===== config.mk =====
export PLATFORM = sky130hd
export DESIGN_NAME = serializer_stream_flat
export DESIGN_NICKNAME = d
export VERILOG_FILES = /design/src/rtl/serializer_pkg.sv /design/src/rtl/serializer_stream_if.sv /design/src/rtl/serializer_hold_buf.sv /design/src/rtl/serializer_stream.sv /design/src/flat_wrapper.sv
export SDC_FILE = /design/constraint.sdc
export NUM_CORES = 1
export LEC_CHECK = 0
export ABC_CLOCK_PERIOD_IN_PS = 2700
export CAP_MARGIN = 10
export CELL_PAD_IN_SITES_DETAIL_PLACEMENT = 1
export CELL_PAD_IN_SITES_GLOBAL_PLACEMENT = 2
export CORE_MARGIN = 4
export CORE_UTILIZATION = 38
export CTS_BUF_LIST = sky130_fd_sc_hd__clkbuf_16
export CTS_CLUSTER_DIAMETER = 200
export CTS_CLUSTER_SIZE = 40
export DETAILED_ROUTE_END_ITERATION = 8
export GPL_TIMING_DRIVEN = 0
export PLACE_DENSITY = 0.89
export SETUP_SLACK_MARGIN = 0.05
export SYNTH_ARGS = -nofsm -noshare
export SYNTH_HDL_FRONTEND = slang
export SYNTH_HIERARCHICAL = 1
export SYNTH_SLANG_ARGS = --single-unit
export TNS_END_PERCENT = 1

===== constraint.sdc =====
create_clock -name clk_i -period 2.7 [get_ports clk_i]
set_clock_uncertainty 0.1 [all_clocks]
set_input_delay 0.675 -clock clk_i [delete_from_list [all_inputs] [get_ports clk_i]]
set_output_delay 0.675 -clock clk_i [all_outputs]
set_load 0.1 [all_outputs]

===== src/rtl/serializer_pkg.sv =====
// Shared types and length-decoding helpers for the parallel-to-serial stream converter.
package serializer_pkg;

  typedef enum logic {S_IDLE, S_SHIFT} ser_state_t;

  // A length field of zero means a full-width word.
  function automatic int unsigned decode_len(input int unsigned mod, input int unsigned data_w);
    return (mod == 0) ? data_w : mod;
  endfunction

  function automatic logic mod_legal(input int unsigned mod, input int unsigned data_w);
    return (mod <= data_w);
  endfunction

endpackage


===== src/rtl/serializer_stream_if.sv =====
// Word-in / bit-out bus of the serializer: valid/ready word handshake plus serial outputs.
interface serializer_stream_if #(
  parameter int DATA_W = 16
);
  localparam int MOD_W = $clog2(DATA_W) + 1;

  logic [DATA_W-1:0] data_i;
  logic [MOD_W-1:0]  data_mod_i;
  logic              msb_first_i;
  logic              data_val_i;
  logic              data_rdy_o;
  logic              ser_data_o;
  logic              ser_data_val_o;
  logic              ser_last_o;
  logic              busy_o;
  logic              mod_err_o;

  modport master (
    output data_i, data_mod_i, msb_first_i, data_val_i,
    input  data_rdy_o, ser_data_o, ser_data_val_o, ser_last_o, busy_o, mod_err_o
  );

  modport slave (
    input  data_i, data_mod_i, msb_first_i, data_val_i,
    output data_rdy_o, ser_data_o, ser_data_val_o, ser_last_o, busy_o, mod_err_o
  );

endinterface


===== src/rtl/serializer_hold_buf.sv =====
// One-entry holding register for a decoded word; when empty the input passes straight through.
module serializer_hold_buf #(
  parameter int W = 8
) (
  input  logic         clk_i,
  input  logic         arst_ni,
  input  logic         push,
  input  logic         pop,
  input  logic [W-1:0] din,
  output logic [W-1:0] dout,
  output logic         full,
  output logic         full_next
);

  logic [W-1:0] word_q;

  always_comb begin
    full_next = full;
    if (push) begin
      full_next = 1'b1;
    end else if (pop) begin
      full_next = 1'b0;
    end
  end

  always_ff @(posedge clk_i or negedge arst_ni) begin
    if (!arst_ni) begin
      word_q <= '0;
      full   <= 1'b0;
    end else begin
      full <= full_next;
      if (push) begin
        word_q <= din;
      end
    end
  end

  // Bypass: an empty buffer presents the incoming word so the shifter can load it directly.
  assign dout = full ? word_q : din;

endmodule


===== src/rtl/serializer_stream.sv =====
// Parallel-to-serial converter with per-word length and bit order, gapless via a one-word buffer.
module serializer_stream
  import serializer_pkg::*;
#(
  parameter int DATA_W = 16
) (
  input logic              clk_i,
  input logic              arst_ni,
  serializer_stream_if.slave bus
);

  localparam int MOD_W = $clog2(DATA_W) + 1;

  typedef struct packed {
    logic [DATA_W-1:0] data;
    logic [MOD_W-1:0]  len;
    logic              msb_first;
  } ser_word_t;

  localparam int WORD_W = $bits(ser_word_t);

  ser_word_t         in_word;
  ser_word_t         load_word;
  logic [WORD_W-1:0] hold_dout;
  ser_state_t        state;
  ser_state_t        state_next;
  logic [DATA_W-1:0] shreg;
  logic [MOD_W-1:0]  cnt;
  logic              msb_q;
  logic              ser_data;
  logic              ser_val;
  logic              ser_last;
  logic              rdy;
  logic              busy;
  logic              mod_err;
  logic              legal;
  logic              accept;
  logic              acc_legal;
  logic              last;
  logic              load;
  logic              push;
  logic              pop;
  logic              full;
  logic              full_next;

  always_comb begin
    in_word.data      = bus.data_i;
    in_word.len       = MOD_W'(decode_len(32'(bus.data_mod_i), 32'(DATA_W)));
    in_word.msb_first = bus.msb_first_i;
    legal             = mod_legal(32'(bus.data_mod_i), 32'(DATA_W));
  end

  assign accept    = bus.data_val_i & rdy;
  assign acc_legal = accept & legal;
  assign last      = (state == S_SHIFT) && (cnt == '0);
  assign pop       = load & full;
  assign load_word = hold_dout;

  serializer_hold_buf #(
    .W (WORD_W)
  ) u_hold (
    .clk_i     (clk_i),
    .arst_ni   (arst_ni),
    .push      (push),
    .pop       (pop),
    .din       (in_word),
    .dout      (hold_dout),
    .full      (full),
    .full_next (full_next)
  );

  // On the last bit a held word wins; with no held word, a word accepted on that edge bypasses.
  always_comb begin
    state_next = state;
    load       = 1'b0;
    push       = 1'b0;
    unique case (state)
      S_IDLE: begin
        if (acc_legal) begin
          load       = 1'b1;
          state_next = S_SHIFT;
        end
      end
      S_SHIFT: begin
        if (last) begin
          if (full || acc_legal) begin
            load = 1'b1;
          end else begin
            state_next = S_IDLE;
          end
        end else if (acc_legal) begin
          push = 1'b1;
        end
      end
    endcase
  end

  always_ff @(posedge clk_i or negedge arst_ni) begin
    if (!arst_ni) begin
      state    <= S_IDLE;
      shreg    <= '0;
      cnt      <= '0;
      msb_q    <= 1'b0;
      ser_data <= 1'b0;
      ser_val  <= 1'b0;
      ser_last <= 1'b0;
      rdy      <= 1'b0;
      busy     <= 1'b0;
      mod_err  <= 1'b0;
    end else begin
      state   <= state_next;
      rdy     <= !full_next;
      busy    <= (state_next == S_SHIFT) || full_next;
      mod_err <= accept & !legal;
      if (load) begin
        ser_val  <= 1'b1;
        msb_q    <= load_word.msb_first;
        cnt      <= load_word.len - MOD_W'(1);
        ser_last <= (load_word.len == MOD_W'(1));
        if (load_word.msb_first) begin
          ser_data <= load_word.data[DATA_W-1];
          shreg    <= load_word.data << 1;
        end else begin
          ser_data <= load_word.data[0];
          shreg    <= load_word.data >> 1;
        end
      end else if ((state == S_SHIFT) && !last) begin
        cnt      <= cnt - MOD_W'(1);
        ser_last <= (cnt == MOD_W'(1));
        if (msb_q) begin
          ser_data <= shreg[DATA_W-1];
          shreg    <= shreg << 1;
        end else begin
          ser_data <= shreg[0];
          shreg    <= shreg >> 1;
        end
      end else begin
        ser_data <= 1'b0;
        ser_val  <= 1'b0;
        ser_last <= 1'b0;
      end
    end
  end

  assign bus.data_rdy_o     = rdy;
  assign bus.ser_data_o     = ser_data;
  assign bus.ser_data_val_o = ser_val;
  assign bus.ser_last_o     = ser_last;
  assign bus.busy_o         = busy;
  assign bus.mod_err_o      = mod_err;

endmodule


===== src/flat_wrapper.sv =====
// flat-port wrapper written by rule: the top's interface ports become plain ports
module serializer_stream_flat import serializer_pkg::*;
#(
  parameter int DATA_W = 16
)
  (clk_i, arst_ni, bus_data_i, bus_data_mod_i, bus_msb_first_i, bus_data_val_i, bus_data_rdy_o, bus_ser_data_o, bus_ser_data_val_o, bus_ser_last_o, bus_busy_o, bus_mod_err_o);
  serializer_stream_if #(.DATA_W(DATA_W)) bus_i ();
  input logic clk_i;
  input logic arst_ni;
  input wire logic [$bits(bus_i.data_i)-1:0] bus_data_i;
  input wire logic [$bits(bus_i.data_mod_i)-1:0] bus_data_mod_i;
  input wire logic [$bits(bus_i.msb_first_i)-1:0] bus_msb_first_i;
  input wire logic [$bits(bus_i.data_val_i)-1:0] bus_data_val_i;
  output wire logic [$bits(bus_i.data_rdy_o)-1:0] bus_data_rdy_o;
  output wire logic [$bits(bus_i.ser_data_o)-1:0] bus_ser_data_o;
  output wire logic [$bits(bus_i.ser_data_val_o)-1:0] bus_ser_data_val_o;
  output wire logic [$bits(bus_i.ser_last_o)-1:0] bus_ser_last_o;
  output wire logic [$bits(bus_i.busy_o)-1:0] bus_busy_o;
  output wire logic [$bits(bus_i.mod_err_o)-1:0] bus_mod_err_o;
  assign bus_i.data_i = bus_data_i;
  assign bus_i.data_mod_i = bus_data_mod_i;
  assign bus_i.msb_first_i = bus_msb_first_i;
  assign bus_i.data_val_i = bus_data_val_i;
  assign bus_data_rdy_o = bus_i.data_rdy_o;
  assign bus_ser_data_o = bus_i.ser_data_o;
  assign bus_ser_data_val_o = bus_i.ser_data_val_o;
  assign bus_ser_last_o = bus_i.ser_last_o;
  assign bus_busy_o = bus_i.busy_o;
  assign bus_mod_err_o = bus_i.mod_err_o;
  serializer_stream #(.DATA_W(DATA_W)) u_core (.clk_i(clk_i), .arst_ni(arst_ni), .bus(bus_i));
endmodule

==> impl_metrics.toml, run 1 <==
[floorplanning]
die_x_um = 96.7
initial_core_util_pct = 38.9
dieArea_um2 = 9350
rows = 32
core_area_um2 = 7690
ios = 31
die-height_um = 96.7

[detailed_routing]
totalWireLength_um = 7420
first_pass_iters = 4
vias_per_cell = 5.44
ant_nets = 0
drc = 0
wire_per_inst_um = 18.3
drt-initial-drc-count = 73
vias = 2202

[critical_path]
arrival_ns = 2.65
critical_path.max_fanout = 10
cp-end-kind = "register"
required_ns = 2.77
crit_type = "in2reg"
crit_path_start_kind = "input port"

[yosys]
synth-edff-count = 0
synth.most_common_cell = "dfrtp_1"
yosysWarningCount = 6
avgSynthCellArea_um2 = 11.3
synth_top_area_share_pct = 43.5
synth-async-reset-ratio_pct = 100
ys.flop_type = "dfrtp_1"
synth_area_um2 = 2990
seq_area_frac_synth_pct = 43.5
synth_common_cells = "52 x dfrtp_1, 45 x mux2_2, 17 x o21ai_1"
synth_xor_area_share_pct = 1.17
synthCells = 265
synthAdderAreaFrac_pct = 2.09
synth_area_leaders = "dfrtp_1 44%, mux2_2 17%, a211oi_2 5.0%, mux2i_1 5.0%, o22ai_1 3.1%"
synth_cell_type_count = 36
yosys.area.top_type = "dfrtp_1"
synth.ff_latch_count = 52
synth_top_family_by_area = "multiplexers"
syn-num-nets = 295
synth-simple-area-share_pct = 8.66
synth_mux_area_share_pct = 22.0
synth_compound_area_share_pct = 16.7

[clock_network]
holdBufCountCts = 0
h-tree-depth = 2
numClockSinks = 52
clk_pin_slew_ns = 0.06
clk_latency_ns = 0.29
cts_tree = "yes"
numCtsBuffers = 5
ctsRootBufferMaster = "clkbuf_16"
cts_buffer_depth = 2

[grt]
first_global_vias = 2304
grt_max_degree = 32
grt_pass1_wl_um = 12500
grtUsageTotal_pct = 16.3
grt_antenna_before_repair = 0
overflow = 0

[cells_and_area]
layout-drive-gt1-share_pct = 28.1
nNetsFinal = 334
synthToLayoutAreaGrowth_pct = 20.8
num_antenna_cells = 0
fill_cells = 837
layout.cells.non_filler = 405

[timing]
fin_crit_sh_pct = 95.4
fmaxAchievable_ghz = 0.388
fin_crit_ns = 2.58
hold_violations = 0
finalWorstSetupSlack_ns = 0.124
rsz0062_at_grt = "true"
fin_tns_setup_ns = 0
tightest_slew_ns = 0.972
setup_viol = 0
fin_hold_ws_ns = 0.259
slew_violations = 0
maxSlewHeadroom_pct = 35.0

[placement]
hpwlAfterDp_um = 5580
pre_cts_ws_ns = -0.388
gp_congestion = 0.777
dpl.cell_count = 398
port_buffers = 30

[power]
p_leak_nw = 1.46
finalPower_w = 0.00433
vdd_ir_drop_max_uv = 355
power_density_nw_per_um2 = 1200

[hold_path]
worstHoldPathType = "in2async"

[run_status]
outcome = "completed"

[flow_run]
cap_violations = 0
==> state kept, by name (all words and copies together) (netlist names) <==
register / count
u_core/bus.busy_o: 1
u_core/bus.data_rdy_o: 1
u_core/bus.mod_err_o: 1
u_core/bus.ser_data_o: 1
u_core/bus.ser_data_val_o: 1
u_core/bus.ser_last_o: 1
u_core/cnt: 5
u_core/msb_q: 1
u_core/shreg: 16
u_core/state: 1
u_core/u_hold/full: 1
u_core/u_hold/word_q: 22
==> critical path, cell delays in order <==
cell and delay [ns]:
clkdlybuf4s50_1 0.48, o41ai_2 0.42, nand3_1 0.20, nor2_2 0.30
buf_6 0.21, mux2_2 0.35
==> report_power, final <==
| part | internal [W] | switching, W | total [W] |
|---|---|---|---|
| Sequential | 0.00110 | 0.000218 | 0.00132 |
| Clock | 0.000427 | 0.000270 | 0.000697 |
| Combinational | 0.00104 | 0.00127 | 0.00231 |
==> final cells by class <==
class / instances / area, um2 / share of cell area (%)
Tap cell: 102 / 128 / 3.53
Sequential cell: 52 / 1300 / 36.0
Multi-Input combinational cell: 182 / 1530 / 42.4
Clock inverter: 1 / 30.0 / 0.831
Timing Repair Buffer: 32 / 323 / 8.94
Clock buffer: 5 / 125 / 3.46
Buffer: 22 / 140 / 3.88
Inverter: 9 / 33.8 / 0.935
==> kinds of logic (layout without fill, tap and decap cells) <==
kind of cell | Yosys count | count (layout)
flip-flops | 52 | 52
buffers and inverters | 31 | 69
AO/OA/AOI/OAI | 67 | 67
XOR/XNOR | 4 | 4
multiplexers | 60 | 60
AND/OR/NAND/NOR | 46 | 46
adder cells (fa/ha/maj) | 5 | 5
==> final timing paths <==
| kind | start | end | slack (ns) | cells past startpoint |
|---|---|---|---|---|
| min in group clk_i | u_core/bus.ser_data_val_o$_DFFE_PN0P_ | u_core/bus.ser_data_val_o$_DFFE_PN0P_ | 0.39 | 1 |
| worst max register to register | u_core/cnt[3]$_DFFE_PN0P_ | u_core/bus.busy_o$_DFF_PN0_ | 0.27 | 8 |
| worst max-delay path | bus_data_mod_i[0] | u_core/u_hold/word_q[5]$_DFFE_PN0P_ | 0.12 | 6 |
| worst min-delay path | arst_ni | u_core/u_hold/word_q[2]$_DFFE_PN0P_ | 0.26 | 1 |
| max in group asynchronous | arst_ni | u_core/u_hold/word_q[17]$_DFFE_PN0P_ | 1.69 | 2 |
| worst min register to register | u_core/bus.ser_data_val_o$_DFFE_PN0P_ | u_core/bus.ser_data_val_o$_DFFE_PN0P_ | 0.39 | 1 |
==> routing by layer <==
metal	wire length, um	vias to the layer above	track usage [%]
li1	-	1051	-
met1	3630	1120	23.0
met2	3540	26	26.2
met3	166	5	2.45
met4	88	0	4.64
met5	0	-	0
==> cell usage in the layout, fill, tap and decap left out, drive strengths merged, types with 2 or more instances in the layout <==
| cell type | instances |
|---|---|
| buf | 16 |
| clkdlybuf4s50 | 29 |
| nor3 | 11 |
| dfrtp | 52 |
| a21oi | 8 |
| nor2 | 4 |
| a211oi | 15 |
| o22ai | 15 |
| ha | 5 |
| clkbuf | 14 |
| nand3 | 6 |
| xor2 | 4 |
| o21ai | 18 |
| nor2b | 14 |
| mux2i | 15 |
| o41ai | 2 |
| nand2 | 5 |
| o31ai | 2 |
| mux2 | 45 |
| a21o | 3 |
| inv | 9 |
==> repair_timing <==
action,in CTS,in global routing
endpoints found under the setup margin,20,20
gates resized for setup,2,1
pin swaps,0,1
buffers inserted,0,1
==> through the flow <==
| step | cell area, um2 | util (%) |
|---|---|---|
| 3_3_place_gp | 3420 | 44.4 |
| 3_5_place_dp | 3430 | 44.6 |
| 4_1_cts | 3600 | 46.8 |
| 6_report | 3610 | 47.0 |
| 5_1_grt | 3610 | 47.0 |
| 2_1_floorplan | 2990 | - |
(Power assumes the default switching activity.)
==> run 2: changes to the inputs <==
--- a/config.mk
+++ b/config.mk
@@ -10,13 +10,13 @@
 export CELL_PAD_IN_SITES_DETAIL_PLACEMENT = 1
 export CELL_PAD_IN_SITES_GLOBAL_PLACEMENT = 2
 export CORE_MARGIN = 4
-export CORE_UTILIZATION = 38
-export CTS_BUF_LIST = sky130_fd_sc_hd__clkbuf_16
+export CORE_UTILIZATION = 39
+export CTS_BUF_LIST = sky130_fd_sc_hd__clkbuf_2 sky130_fd_sc_hd__clkbuf_4 sky130_fd_sc_hd__clkbuf_8
 export CTS_CLUSTER_DIAMETER = 200
 export CTS_CLUSTER_SIZE = 40
 export DETAILED_ROUTE_END_ITERATION = 8
 export GPL_TIMING_DRIVEN = 0
-export PLACE_DENSITY = 0.89
+export PLACE_DENSITY = 0.91
 export SETUP_SLACK_MARGIN = 0.05
 export SYNTH_ARGS = -nofsm -noshare
 export SYNTH_HDL_FRONTEND = slang
==> impl_metrics.toml, run 2 (synthesized netlist as in run 1, its figures left out) <==
[critical_path]
max_stage_delay_ns = 1.15
cp.buffers_inverters = 1
cp-end-kind = "output port"
path_delay_family = "buffers and inverters"
crit_type = "reg2out"
slowest_stage = "clkdlybuf4s50_1"
arrival_ns = 1.85
crit_path_start_kind = "register"
cp_cell_sequence = "clkdlybuf4s50_1"
required_ns = 1.92
critical_path.max_fanout = 3
crit_cells = 1
worst-r2r-cell-count = 8
rrSetupSlack_ns = 0.37

[cells_and_area]
top_regs = "u_core/u_hold/word_q: 22 flops, u_core/shreg: 16 flops, u_core/cnt: 5 flops"
layout.cells.non_filler = 403
synthToLayoutAreaGrowth_pct = 18.2
nNetsFinal = 334
layout-drive-gt1-share_pct = 28.0
fin_util_pct = 47.9
finalInstanceArea_um2 = 3530
layout_common_cells = "52 x dfrtp_1, 45 x mux2_2, 29 x clkdlybuf4s50_1"
top_register = "u_core/u_hold/word_q"
num_antenna_cells = 0
final_common_cell = "dfrtp_1"
largest_register_ffs = 22

[timing]
fmaxAchievable_ghz = 0.381
hold_violations = 0
tightest_slew_ns = 0.974
maxSlewHeadroom_pct = 34.9
fin_crit_sh_pct = 97.3
fin_hold_ws_ns = 0.166
fin_crit_ns = 2.63
rsz0062_at_grt = "true"
slew_violations = 0
setup_viol = 0

[clock_network]
holdBufCountCts = 0
cts_buffer_depth = 2
numCtsBuffers = 5
h-tree-depth = 2
numClockSinks = 52
clk_pin_slew_ns = 0.10
ctsRootBufferMaster = "clkbuf_8"
cts_tree = "yes"
clk_latency_ns = 0.31

[detailed_routing]
wire_per_inst_um = 18.6
totalWireLength_um = 7480
drc = 0
ant_nets = 0
vias = 2199
drt-initial-drc-count = 72
vias_per_cell = 5.46
first_pass_iters = 4

[floorplanning]
dieArea_um2 = 9130
initial_core_util_pct = 40.6
die-height_um = 95.5
die_x_um = 95.5
core_area_um2 = 7370
ios = 31
rows = 31

[placement]
dpl.cell_count = 395
port_buffers = 30
placed_area_um2 = 3430
hpwlAfterDp_um = 5800
gp_congestion = 0.775

[grt]
grtUsageTotal_pct = 17.7
grt_max_degree = 39
first_global_vias = 2394
overflow = 0
grt_pass1_wl_um = 12500
grt_antenna_before_repair = 0

[power]
p_leak_nw = 1.43
vdd_ir_drop_max_uv = 290
finalPower_w = 0.00408
power_density_nw_per_um2 = 1160

[flow_run]
cap_violations = 0

[run_status]
outcome = "completed"

[hold_path]
worstHoldPathType = "in2async"
## run 2: changes by cell type in the layout (fill, tap and decap cells not counted)
cell / change
clkbuf_8: +5
clkbuf_16: -5
nor2_4: +1
nor2_2: -1
clkbuf_4: +1
o41ai_2: -1
o41ai_1: +1
bufinv_16: -1
clkinv_2: +1
## run 2: final timing paths
kind	start	end
worst min register to register	u_core/bus.ser_data_val_o$_DFFE_PN0P_	u_core/bus.ser_data_val_o$_DFFE_PN0P_
worst max register to register	u_core/cnt[2]$_DFFE_PN0P_	u_core/bus.busy_o$_DFF_PN0_
max in group asynchronous	arst_ni	u_core/msb_q$_DFFE_PN0P_
worst min-delay path	arst_ni	u_core/shreg[9]$_DFFE_PN0P_
worst max-delay path	u_core/bus.data_rdy_o$_DFF_PN0_	bus_data_rdy_o
min in group clk_i	u_core/bus.ser_data_val_o$_DFFE_PN0P_	u_core/bus.ser_data_val_o$_DFFE_PN0P_
## run 2: final cells by class
type                            instances  area (um2)
Buffer                                 22         140
Clock buffer                            6        76.3
Clock inverter                          1        5.00
Fill cell                             809        3840
Inverter                                9        33.8
Multi-Input combinational cell        182        1530
Sequential cell                        52        1300
Tap cell                               99         124
Timing Repair Buffer                   32         323
## run 2: timing repair
item,CTS,global route
hold endpoints to repair,0,0
pin swaps,0,1
gates resized for setup,2,1
setup buffers,0,1
endpoints found under the setup margin,20,14
## run 2: layer usage
layer  up-vias  routed length (um)  part of all wire [%]  global-route usage (%)
li1       1047                   -                     -                       -
met1      1112                3510                    47                    23.9
met2        34                3680                    49                    29.7
met3         6                 215                   2.9                    2.76
met4         0                  81                   1.1                    3.91
met5         -                   0                     0                       0
## run 2: through the flow
| stage | setup TNS [ns] | worst slack (ns) |
|---|---|---|
| after floorplan | 0 | 0.386 |
| after global placement | -50.63 | -0.793 |
| after detailed placement | -9.72 | -0.448 |
| after CTS | 0 | 0.0446 |
| after global routing | 0 | 0.0311 |
| final | 0 | 0.0735 |
## run 2: power by group
group	internal [W]	switching (W)
clock	0.000187	0.000254
sequential	0.00110	0.000231
combinational	0.00105	0.00126
total	0.00233	0.00175
==> run 3: changes to the inputs <==
--- a/config.mk
+++ b/config.mk
@@ -6,7 +6,7 @@
 export NUM_CORES = 1
 export LEC_CHECK = 0
 export ABC_CLOCK_PERIOD_IN_PS = 2700
-export CAP_MARGIN = 10
+export CAP_MARGIN = 20
 export CELL_PAD_IN_SITES_DETAIL_PLACEMENT = 1
 export CELL_PAD_IN_SITES_GLOBAL_PLACEMENT = 2
 export CORE_MARGIN = 4
==> impl_metrics.toml, run 3 (synthesized netlist as in run 1, its figures left out) <==
[critical_path]
required_ns = 1.92
crit_type = "reg2out"
crit_path_start_kind = "register"
max_stage_delay_ns = 1.15
cp_cell_sequence = "clkdlybuf4s50_1"
cp-end-kind = "output port"
cp.buffers_inverters = 1
critical_path.max_fanout = 3
path_delay_family = "buffers and inverters"
worst-r2r-cell-count = 8
crit_cells = 1
slowest_stage = "clkdlybuf4s50_1"
arrival_ns = 1.85

[cells_and_area]
fill_cells = 809
synthToLayoutAreaGrowth_pct = 18.2
top_regs = "u_core/u_hold/word_q: 22 flops, u_core/shreg: 16 flops, u_core/cnt: 5 flops"
final_common_cell = "dfrtp_1"
layout-drive-gt1-share_pct = 28.0
num_antenna_cells = 0
fin_util_pct = 47.9
finalInstanceArea_um2 = 3530
largest_register_ffs = 22
top_register = "u_core/u_hold/word_q"
layout_common_cells = "52 x dfrtp_1, 45 x mux2_2, 29 x clkdlybuf4s50_1"
layout.cells.non_filler = 403
nNetsFinal = 334

[power]
vdd_ir_drop_max_uv = 290
p_sw_share_pct = 42.9
finalPower_w = 0.00408
clkPwrFrac_pct = 10.8
power_density_nw_per_um2 = 1160
p_leak_nw = 1.43
seqPwrFrac_pct = 32.6
p_int_w = 0.00233
switchingPower_w = 0.00175
p_comb_share_pct = 56.6

[floorplanning]
core_area_um2 = 7370
initial_core_util_pct = 40.6
die-height_um = 95.5
dieArea_um2 = 9130
die_x_um = 95.5
rows = 31
ios = 31

[placement]
port_buffers = 30
dpl.cell_count = 395
hpwlAfterDp_um = 5800
placed_area_um2 = 3430
gp_congestion = 0.775

[grt]
grt_pass1_wl_um = 12500
grt_max_degree = 39
grt_antenna_before_repair = 0
first_global_vias = 2394
overflow = 0
grtUsageTotal_pct = 17.7

[clock_network]
holdBufCountCts = 0
h-tree-depth = 2
clk_latency_ns = 0.31
cts_tree = "yes"
cts_buffer_depth = 2
clk_pin_slew_ns = 0.10
numCtsBuffers = 5
ctsRootBufferMaster = "clkbuf_8"
numClockSinks = 52

[hold_path]
worstHoldPathType = "in2async"

[timing]
fin_tns_setup_ns = 0
rsz0062_at_grt = "true"
setup_viol = 0
fmaxAchievable_ghz = 0.381
maxSlewHeadroom_pct = 34.9
slew_violations = 0
fin_crit_sh_pct = 97.3
fin_crit_ns = 2.63
tightest_slew_ns = 0.974
hold_violations = 0

[detailed_routing]
ant_nets = 0
wire_per_inst_um = 18.6
drt-initial-drc-count = 72
totalWireLength_um = 7480
vias_per_cell = 5.46
vias = 2199
first_pass_iters = 4
drc = 0

[run_status]
outcome = "completed"

[flow_run]
cap_violations = 0
==> run 3: cell counts in the layout (fill, tap and decap cells not counted) <==
Identical to the previous run, type by type.
==> run 3: cell type report <==
class	count	area, um2	share of cell area [%]
clock buffer	6	76.3	2.16
clock inverter	1	5.00	0.142
tap	99	124	3.51
buffer	22	140	3.97
timing repair buffer	32	323	9.14
sequential	52	1300	36.8
inverter	9	33.8	0.956
multi-input combinational	182	1530	43.3
==> run 3: path summary, 6_finish.rpt <==
check                                                       from                                    end  slack [ns]
max                              u_core/bus.data_rdy_o$_DFF_PN0_                         bus_data_rdy_o        0.07
min                                                      arst_ni            u_core/shreg[9]$_DFFE_PN0P_        0.17
max reg2reg                            u_core/cnt[2]$_DFFE_PN0P_            u_core/bus.busy_o$_DFF_PN0_        0.37
min reg2reg                u_core/bus.ser_data_val_o$_DFFE_PN0P_  u_core/bus.ser_data_val_o$_DFFE_PN0P_        0.39
max in group asynchronous                                arst_ni               u_core/msb_q$_DFFE_PN0P_        1.81
min in group clk_i         u_core/bus.ser_data_val_o$_DFFE_PN0P_  u_core/bus.ser_data_val_o$_DFFE_PN0P_        0.39
==> run 3: worst reg2reg max path: cells and delay by family (launching register included) <==
family	cells	cell delay [ns]
buffers and inverters	3	0.71
and+or+nand+nor	3	0.52
AOI/OAI and AO/OA	2	0.42
DFF	1	0.46
==> run 3: timing repair <==
item	4_1_cts	5_1_grt
pin swaps	0	1
buffers inserted	0	1
gates resized for setup	2	1
endpoints found under the setup margin	20	14
==> run 3: power groups by stage <==
stage | clock, W | sequential (W) | combinational [W]
finish | 0.000442 | 0.00133 | 0.00231
global route | 0.000488 | 0.00137 | 0.00251
CTS | 0.000458 | 0.00133 | 0.00230
detailed placement | 0 | 0.00134 | 0.00229
global placement | 0 | 0.00131 | 0.00223
floorplan | 0 | 0.00142 | 0.00161
==> run 3: layer usage <==
layer  track usage, %  vias up  share of wire, %
li1                 -     1047                 -
met1             23.9     1112                47
met2             29.7       34                49
met3             2.76        6               2.9
met4             3.91        0               1.1
met5                0        -                 0
==> run 3: metrics by stage <==
stage / setup slack (ns) / hold WS (ns)
floorplan: 0.386 / 0.279
global placement: -0.793 / 0.367
detailed placement: -0.448 / 0.377
CTS: 0.0446 / 0.173
global route: 0.0311 / 0.182
finish: 0.0735 / 0.166
==> RTL change (settings of run 1) <==
`DATA_W` is set to 16 in 3 places; all go to 8.
--- a/src/rtl/serializer_stream_if.sv
+++ b/src/rtl/serializer_stream_if.sv
@@ -1,6 +1,6 @@
 // Word-in / bit-out bus of the serializer: valid/ready word handshake plus serial outputs.
 interface serializer_stream_if #(
-  parameter int DATA_W = 16
+  parameter int DATA_W = 8
 );
   localparam int MOD_W = $clog2(DATA_W) + 1;
 
--- a/src/rtl/serializer_stream.sv
+++ b/src/rtl/serializer_stream.sv
@@ -2,7 +2,7 @@
 module serializer_stream
   import serializer_pkg::*;
 #(
-  parameter int DATA_W = 16
+  parameter int DATA_W = 8
 ) (
   input logic              clk_i,
   input logic              arst_ni,
--- a/src/flat_wrapper.sv
+++ b/src/flat_wrapper.sv
@@ -1,7 +1,7 @@
 // flat-port wrapper written by rule: the top's interface ports become plain ports
 module serializer_stream_flat import serializer_pkg::*;
 #(
-  parameter int DATA_W = 16
+  parameter int DATA_W = 8
 )
   (clk_i, arst_ni, bus_data_i, bus_data_mod_i, bus_msb_first_i, bus_data_val_i, bus_data_rdy_o, bus_ser_data_o, bus_ser_data_val_o, bus_ser_last_o, bus_busy_o, bus_mod_err_o);
   serializer_stream_if #(.DATA_W(DATA_W)) bus_i ();
Ports: changed (resized bus_data_i and bus_data_mod_i); port bits go from 31 to 22. No check against the original RTL was run, so the function may have changed too.
==> RTL change against run 1 <==
Hold slack improved by 110 ps; final area fell by 34%; clock power is 23% lower; critical path type is now flop to output pin; largest cell class unchanged; area after synthesis down 35%; worst setup slack lost 0.53 ps; critical path depth down 5; global-route usage is 0.76 points higher; wire length shrank 35%; sequential power decreased by 28%; sequential cell count is 18 lower; total power is 26% lower.
==> RTL change: results <==
set metrics [dict create \
    r2r_slack_ps 510 \
    place.gp.congestion 0.805 \
    peakVddDrop_v 0.000555 \
    portBuffers 21 \
    r2r_start "u_core/cnt[0]" \
    crit_path_max_incr_delay_ps 1150 \
    met2_usage_pct 29.7 \
    async_flop_share_pct 100 \
    worstPathArrival_ps 1800 \
    grtUsageMet1_pct 20.1 \
    ys_top_cells_by_area "dfrtp_1 44%, mux2_2 22%, o22ai_1 4.2%" \
    slowest_stage "clkdlybuf4s50_1" \
    largest_reg_flops 13 \
    leakage_nw 0.986 \
    hold_path_class "input pin to asynchronous set/reset pin" \
    synth.top_cells.by_count "38 x mux2_2, 34 x dfrtp_1, 13 x o22ai_1, 10 x nand2_1, 8 x inv_1" \
    seq_area_frac_synth_pct 43.7 \
    hold_slack_ps 374 \
    num_antenna_cells 0 \
    clockBufferDepth 2 \
    cts_root_buffer "clkbuf_16" \
    syn_area_per_cell_um2 11.1 \
    wirelength_um 4810 \
    r2r-end "u_core/cnt[1]" \
    relSlewSlack_pct 34.2 \
    p_sw_share_pct 41.6 \
    worst-path-max-fanout 3 \
    grtUsageTotal_pct 17.1 \
    dp_hpwl_um 3500 \
    status "finished clean" \
    met2WireLength_um 2490 \
    layout-drive-gt1-share_pct 31.5 \
    wl_met1_um 2090 \
    wl_per_cell_um 17.8 \
    critPathTopFamily "buffers and inverters" \
    switchingPower_mw 1.34 \
    top_regs "u_core/u_hold/word_q: 13 flops, u_core/shreg: 8 flops, u_core/cnt: 4 flops" \
    yosysWarningCount 6 \
    routed.top_layer "met4" \
    drtPass1Iterations 4 \
    drt_iter0_drc 80 \
    dp.cells 263 \
    post_cts_buffers 0 \
    dpl_cell_area_um2 2240 \
    cts_inserted_buffers 5 \
    clkPwrFrac_pct 16.8 \
    grt_max_degree 35 \
    nets 224 \
    grt_pass1_wl_um 8160 \
    synth_cell_types 36 \
    grt_pass1_vias 1621 \
    num_vias 1430 \
    pwr-share-comb_pct 53.7 \
    pre_cts_slack_ps -304 \
    grtUsageMet3_pct 4.51 \
    met3_length_um 176 \
    synthesis.nets 196 \
]
-- RTL change: changes by cell type in the layout (fill, tap and decap cells not counted), sizes merged, moves of 3 or more --
cell                  run 1  this run
buf                      16         5
nand2                     5        12
o21ai                    18         6
nor3                     11         3
clkdlybuf4s50            29        20
dfrtp                    52        34
a211oi                   15         0
mux2                     45        39
nor2                      4         7
mux2i                    15         4
nor2b                    14         1
-- RTL change: layout make-up --
class,instances,area [um^2]
Sequential cell,34,851
Fill cell,539,2460
Buffer,11,71.3
Clock inverter,2,10.0
Clock buffer,5,125
Timing Repair Buffer,21,205
Tap cell,67,83.8
Multi-Input combinational cell,122,1010
Inverter,8,30.0
-- RTL change: cells by family (layout without fill, tap and decap cells) --
kind of cell	after synthesis	count (layout)	synth area share [%]
muxes	43	43	24.8
and+or+nand+nor	37	37	10.1
AOI/OAI and AO/OA	35	35	12.1
DFF	34	34	43.7
buffers and inverters	19	47	5.20
adders and majority gates	5	5	3.21
xor gates and xnor gates	2	2	0.899
-- RTL change: worst max path at each step --
| stage | depth (start not counted) | end | slack (ps) | start |
|---|---|---|---|---|
| floorplan | 4 | u_core/u_hold/word_q[0] | 410 | u_core/bus.data_rdy_o |
| global placement | 6 | u_core/u_hold/word_q[8] | -210 | bus_data_mod_i[0] |
| detailed placement | 6 | u_core/u_hold/word_q[7] | -300 | bus_data_mod_i[0] |
| CTS | 6 | u_core/u_hold/word_q[7] | 90 | bus_data_mod_i[0] |
| global route | 9 | u_core/bus.busy_o | 80 | bus_data_mod_i[0] |
| finish | 1 | bus_data_rdy_o | 120 | u_core/bus.data_rdy_o |
-- RTL change: repair_timing --
action                     in CTS  in global routing
resized for setup               1                  2
pin swaps                       0                  0
hold buffers                    0                  0
setup endpoints to repair       9                 10
